## src/rtl/hs_rx_responder.sv

```systemverilog
// hs_rx_responder
//   Receive side of a 4-phase req/ack bundled-data channel crossing into
//   this clock domain. The incoming req is synchronised, the bundled data
//   is captured once req is seen high, and the word is offered on a
//   valid/ready stream. ack is raised only when the consumer takes the
//   word, so downstream backpressure stalls the sender.
//
// Ports
//   clk        destination-domain clock (rising edge)
//   rst        asynchronous active-low reset
//   req        request from sender (asynchronous to clk)
//   data       bundled data, stable while req is high
//   ack        registered acknowledge back to the sender
//   out_valid  out_data holds an unconsumed word
//   out_ready  consumer accepts the word while out_valid is high
//   out_data   captured word
//   xfer_cnt   number of accepted words, wraps
//   err        sticky flag: req dropped before the word was accepted
module hs_rx_responder #(
    parameter int WIDTH       = 16,
    parameter int SYNC_STAGES = 2,
    parameter int CNT_W       = 8
) (
    input  logic             clk,
    input  logic             rst,
    input  logic             req,
    input  logic [WIDTH-1:0] data,
    output logic             ack,
    output logic             out_valid,
    input  logic             out_ready,
    output logic [WIDTH-1:0] out_data,
    output logic [CNT_W-1:0] xfer_cnt,
    output logic             err
);

    typedef enum logic [1:0] {
        IDLE  = 2'd0,
        VALID = 2'd1,
        ACK   = 2'd2
    } state_e;

    state_e               state_q, state_d;
    logic [SYNC_STAGES-1:0] sync_q;
    logic                 req_s;
    logic                 ack_q, ack_d;
    logic                 vld_q, vld_d;
    logic [WIDTH-1:0]     data_q, data_d;
    logic [CNT_W-1:0]     cnt_q, cnt_d;
    logic                 err_q, err_d;

    // req synchroniser; only its last stage is used by the FSM.
    always_ff @(posedge clk or negedge rst) begin
        if (!rst) sync_q <= '0;
        else      sync_q <= {sync_q[SYNC_STAGES-2:0], req};
    end

    assign req_s = sync_q[SYNC_STAGES-1];

    always_comb begin
        state_d = state_q;
        ack_d   = ack_q;
        vld_d   = vld_q;
        data_d  = data_q;
        cnt_d   = cnt_q;
        err_d   = err_q;
        case (state_q)
            // Arm only from IDLE, which is reached once req_s has dropped,
            // so a held req never produces a second capture.
            IDLE: begin
                if (req_s) begin
                    data_d  = data;
                    vld_d   = 1'b1;
                    state_d = VALID;
                end
            end
            // A dropped req here is a sender violation; flag it but still
            // deliver the word. Acceptance may coincide with the violation.
            VALID: begin
                if (!req_s) err_d = 1'b1;
                if (vld_q && out_ready) begin
                    vld_d   = 1'b0;
                    ack_d   = 1'b1;
                    cnt_d   = cnt_q + 1'b1;
                    state_d = ACK;
                end
            end
            ACK: begin
                if (!req_s) begin
                    ack_d   = 1'b0;
                    state_d = IDLE;
                end
            end
            default: begin
                state_d = IDLE;
                ack_d   = 1'b0;
                vld_d   = 1'b0;
            end
        endcase
    end

    always_ff @(posedge clk or negedge rst) begin
        if (!rst) begin
            state_q <= IDLE;
            ack_q   <= 1'b0;
            vld_q   <= 1'b0;
            data_q  <= '0;
            cnt_q   <= '0;
            err_q   <= 1'b0;
        end else begin
            state_q <= state_d;
            ack_q   <= ack_d;
            vld_q   <= vld_d;
            data_q  <= data_d;
            cnt_q   <= cnt_d;
            err_q   <= err_d;
        end
    end

    assign ack       = ack_q;
    assign out_valid = vld_q;
    assign out_data  = data_q;
    assign xfer_cnt  = cnt_q;
    assign err       = err_q;

endmodule
```

## config.mk

```make
export PLATFORM = sky130hd
export DESIGN_NAME = hs_rx_responder
export DESIGN_NICKNAME = d
export VERILOG_FILES = /design/src/rtl/hs_rx_responder.sv
export SDC_FILE = /design/constraint.sdc
export NUM_CORES = 1
export LEC_CHECK = 0
export CORE_MARGIN = 4
export CORE_UTILIZATION = 43
export CTS_BUF_LIST = sky130_fd_sc_hd__clkbuf_8
export DETAILED_ROUTE_END_ITERATION = 12
export PLACE_DENSITY = 0.85
export SYNTH_ARGS = -nofsm -noshare
export SYNTH_HDL_FRONTEND = slang
export SYNTH_SLANG_ARGS = --single-unit
```

## constraint.sdc

```tcl
create_clock -name clk -period 4.3 [get_ports clk]
set_clock_uncertainty 0.05 [all_clocks]
set_input_delay 0.86 -clock clk [delete_from_list [all_inputs] [get_ports clk]]
set_output_delay 0.86 -clock clk [all_outputs]
set_load 0.005 [all_outputs]
```

==> metrics.csv <==
stage,metric,value,unit
status,outcome,finished clean,
synth,synth_area,1264,sq um
synth,synth_common_cells,"dfrtp_1 (31), mux2_4 (10), nand2_1 (9), mux2_2 (6), xnor2_1 (4)",
clock_tree,cts_tree,done,
die,dieArea,3870,sq um
clock_tree,post_cts_buffers,0,
clock_tree,cts_resized,0,
timing,tightest_slew,0.5793,ns
place,place_ws,2.084,ns
power,irDropWorstVdd,0.5399,mV
timing,drv_slew,0,
timing,rsz0062_at_grt,no,
timing,period_needed,2.177,ns
synth,syn_nets,106,
worst_hold_path,hold_path_end,sync_q[1]$_DFF_PN0_,
clock_tree,cts_max_level,2,
die,start_util,45.43,%
route,viasPerCell,4.894,
synth,yosysUniqueCellTypes,22,
route,drc_errors,0,
worst_hold_path,hold_start,sync_q[0]$_DFF_PN0_,
global_route,grt_overflow,0,
cells_and_area,syn2layout_area_growth,45.84,%
synth,synth_top_family_by_area,multiplexers,
route,first_iter_violations,26,
global_route,grt_pass1_wl,4.395,mm
route,ant_nets,0,
critical_path,setup.worst_path.end_class,primary output,
die,die_w,62.21,microns
global_route,grt.total_usage,14.37,%
synth,yosysMostFrequentCell,dfrtp_1,
timing,final-setup-viol-count,0,
route,wirelength,2.597,mm
timing,layout_setup_ws,2.123,ns
place,place.gp.congestion,0.7329,
synth,synth_fa_ha_area_share,0.9901,%
timing,final_hold_viol_count,0,
place,port_buffers,46,
critical_path,worstPathCellList,clkdlybuf4s50_1,
clock_tree,clk_latency,0.27,ns
synth,synth_seq_cells,31,
clock_tree,cts_buffer_depth,2,
cells_and_area,n_antenna_cell,0,
critical_path,r2r.worst_path.cells,3,
critical_path,timing.rr.end,out_data[3]$_DFFE_PN0P_,
cells_and_area,nNetsFinal,159,
power,p_per_area,657.4,nW/um^2
timing,finalCritPeriodShare,50.62,%
critical_path,reg2reg_slack,2.61,ns
die,die_h,62.21,microns
synth,synth_largest_area_cell,dfrtp_1,
cells_and_area,drive_gt1_share,21.58,%
clock_tree,cts_sinks,31,
clock_tree,clkSlewWorstSetupHoldPaths,0.06,ns
synth,synth_compound_area_share,2.970,%
clock_tree,clockRootBuffer,clkbuf_8,
critical_path,critical_path_class,flop to primary output,
synth,synth_area_leaders,"dfrtp_1 (61%), mux2_4 (12%), mux2_2 (5.3%)",
die,ios,47,
timing,fmax,0.4594,GHz
global_route,grt_pass1_vias,923,
critical_path,crit_family,buffers and inverters,
timing,slew_headroom,61.29,%
worst_hold_path,hold_class,flop to flop,
global_route,antenna_found_initial,0,
synth,synth_top_area_share,61.39,%
clock_tree,cts_buffers,5,
synth,ys_async_sr_fraction,100.0,%
clock_tree,cts_hold_buf,0,
die,num_rows,19,
critical_path,cp_slowest_cell,clkdlybuf4s50_1,
synth,synthCells,85,
critical_path,critPathBufInv,1,
synth,ys.flop_type,dfrtp_1,
route,drtPass1Iterations,3,
power,p_leak,0.8182,nW
synth,synth-xor-area-share,4.851,%
place,dpl.hpwl,1.909,mm
global_route,grt_max_degree,32,
synth,synth_edf_count,0,
synth,yosysWarningCount,0,
synth,syn_avg_cell_area,14.87,sq um
synth,ys_seq_area_share,61.39,%
timing,fin_tns_setup,0,ns
route,wl_per_cell,15.28,microns
critical_path,cp.arrival,1.27,ns
synth,synth_mux_area_share,17.23,%
critical_path,worstReg2RegStart,state_q[0]$_DFFE_PN0P_,
synth,synthSimpleGateAreaFrac,10.79,%
run,max_cap_viol_count,0,
worst_hold_path,worstHoldPathCells,0,
critical_path,cp_max_fo,5,
critical_path,critPathMaxStageDelay,0.54,ns
critical_path,setup.worst_path.start_class,flop,
route,vias,832,
die,core-area,2781,sq um
critical_path,critical_path_required,3.39,ns
==> worst register-to-register path, stage by stage, from the launching register on <==
cell and delay, ns:
dfrtp_1 0.46, nand2b_4 0.20, nor2_4 0.46, mux2_2 0.41
==> area by class of cell <==
| class | instances | area [sq um] |
|---|---|---|
| inverter | 3 | 11.26 |
| fill | 214 | 938.4 |
| clock inverter | 3 | 15.01 |
| clock buffer | 5 | 68.82 |
| tap | 31 | 38.79 |
| timing repair buffer | 47 | 467.9 |
| multi-input combinational | 50 | 465.4 |
| sequential | 31 | 775.7 |
==> layer usage <==
metal	part of all wire [%]	track usage, %	vias to the layer above	wire, microns
li1	-	-	401	-
met5	0	0	-	0
met2	51	23.45	28	1320
met4	1.1	5.691	0	29
met1	41	16.24	399	1059
met3	7.2	6.486	4	188
==> power breakdown <==
group / internal, W / leakage [nW] / total [W] / switching, W
Combinational: 0.000340 / 0.397 / 0.000489 / 0.000150
Clock: 0.000110 / 0.0477 / 0.000215 / 0.000105
Sequential: 0.000407 / 0.373 / 0.000507 / 0.000100
Total: 0.000857 / 0.818 / 0.00121 / 0.000354
==> logic make-up after synthesis <==
| family | Yosys count |
|---|---|
| xor gates and xnor gates | 7 |
| DFF | 31 |
| muxes | 16 |
| buffers and inverters | 4 |
| and+or+nand+nor | 20 |
| AOI/OAI and AO/OA | 6 |
| adders and majority gates | 1 |
==> registers in the layout (all words and copies together), names as in the netlist <==
name       cells
ack            1
err            1
out_data      16
out_valid      1
state_q        2
sync_q         2
xfer_cnt       8
==> worst max-delay path by stage <==
stage                           from                       to  slack, ns  cells past startpoint
5_1_grt        out_valid$_DFFE_PN0P_                out_valid       2.07                      1
3_5_place_dp               out_ready  xfer_cnt[7]$_DFFE_PN0P_       2.08                      4
6_report       out_valid$_DFFE_PN0P_                out_valid       2.12                      1
3_3_place_gp               out_ready  xfer_cnt[7]$_DFFE_PN0P_       2.12                      4
2_1_floorplan              out_ready  xfer_cnt[7]$_DFFE_PN0P_       2.74                      3
4_1_cts        out_valid$_DFFE_PN0P_                out_valid       2.09                      1
==> placed cells by master, fill, tap and decap left out <==
master,n
clkdlybuf4s50_1,46
dfrtp_1,31
mux2_4,10
nand2_1,9
mux2_2,6
clkbuf_8,5
xnor2_1,4
xor2_1,3
inv_1,3
clkinv_2,3
a21oi_1,2
nor3_1,2
o21ai_0,2
nand4_1,2
nand2b_4,1
nor2_4,1
nand4b_4,1
nand3_1,1
and4b_1,1
nor2_1,1
o2bb2ai_1,1
nor4_2,1
a31o_2,1
ha_1,1
buf_4,1
==> through the flow <==
stage / utilization (%) / total power (W) / hold WS [ns] / instance area, sq um / instances
3_3_place_gp: 63.25 / 0.0009881 / 0.2837 / 1759 / 162
5_1_grt: 66.26 / 0.001291 / 0.3193 / 1843 / 170
3_5_place_dp: 63.25 / 0.001005 / 0.3016 / 1759 / 162
2_1_floorplan: - / 0.0007293 / 0.2812 / 1264 / 85
4_1_cts: 66.26 / 0.001227 / 0.3155 / 1843 / 170
6_report: 66.26 / 0.001212 / 0.3079 / 1843 / 170
(Power assumes the default switching activity.)
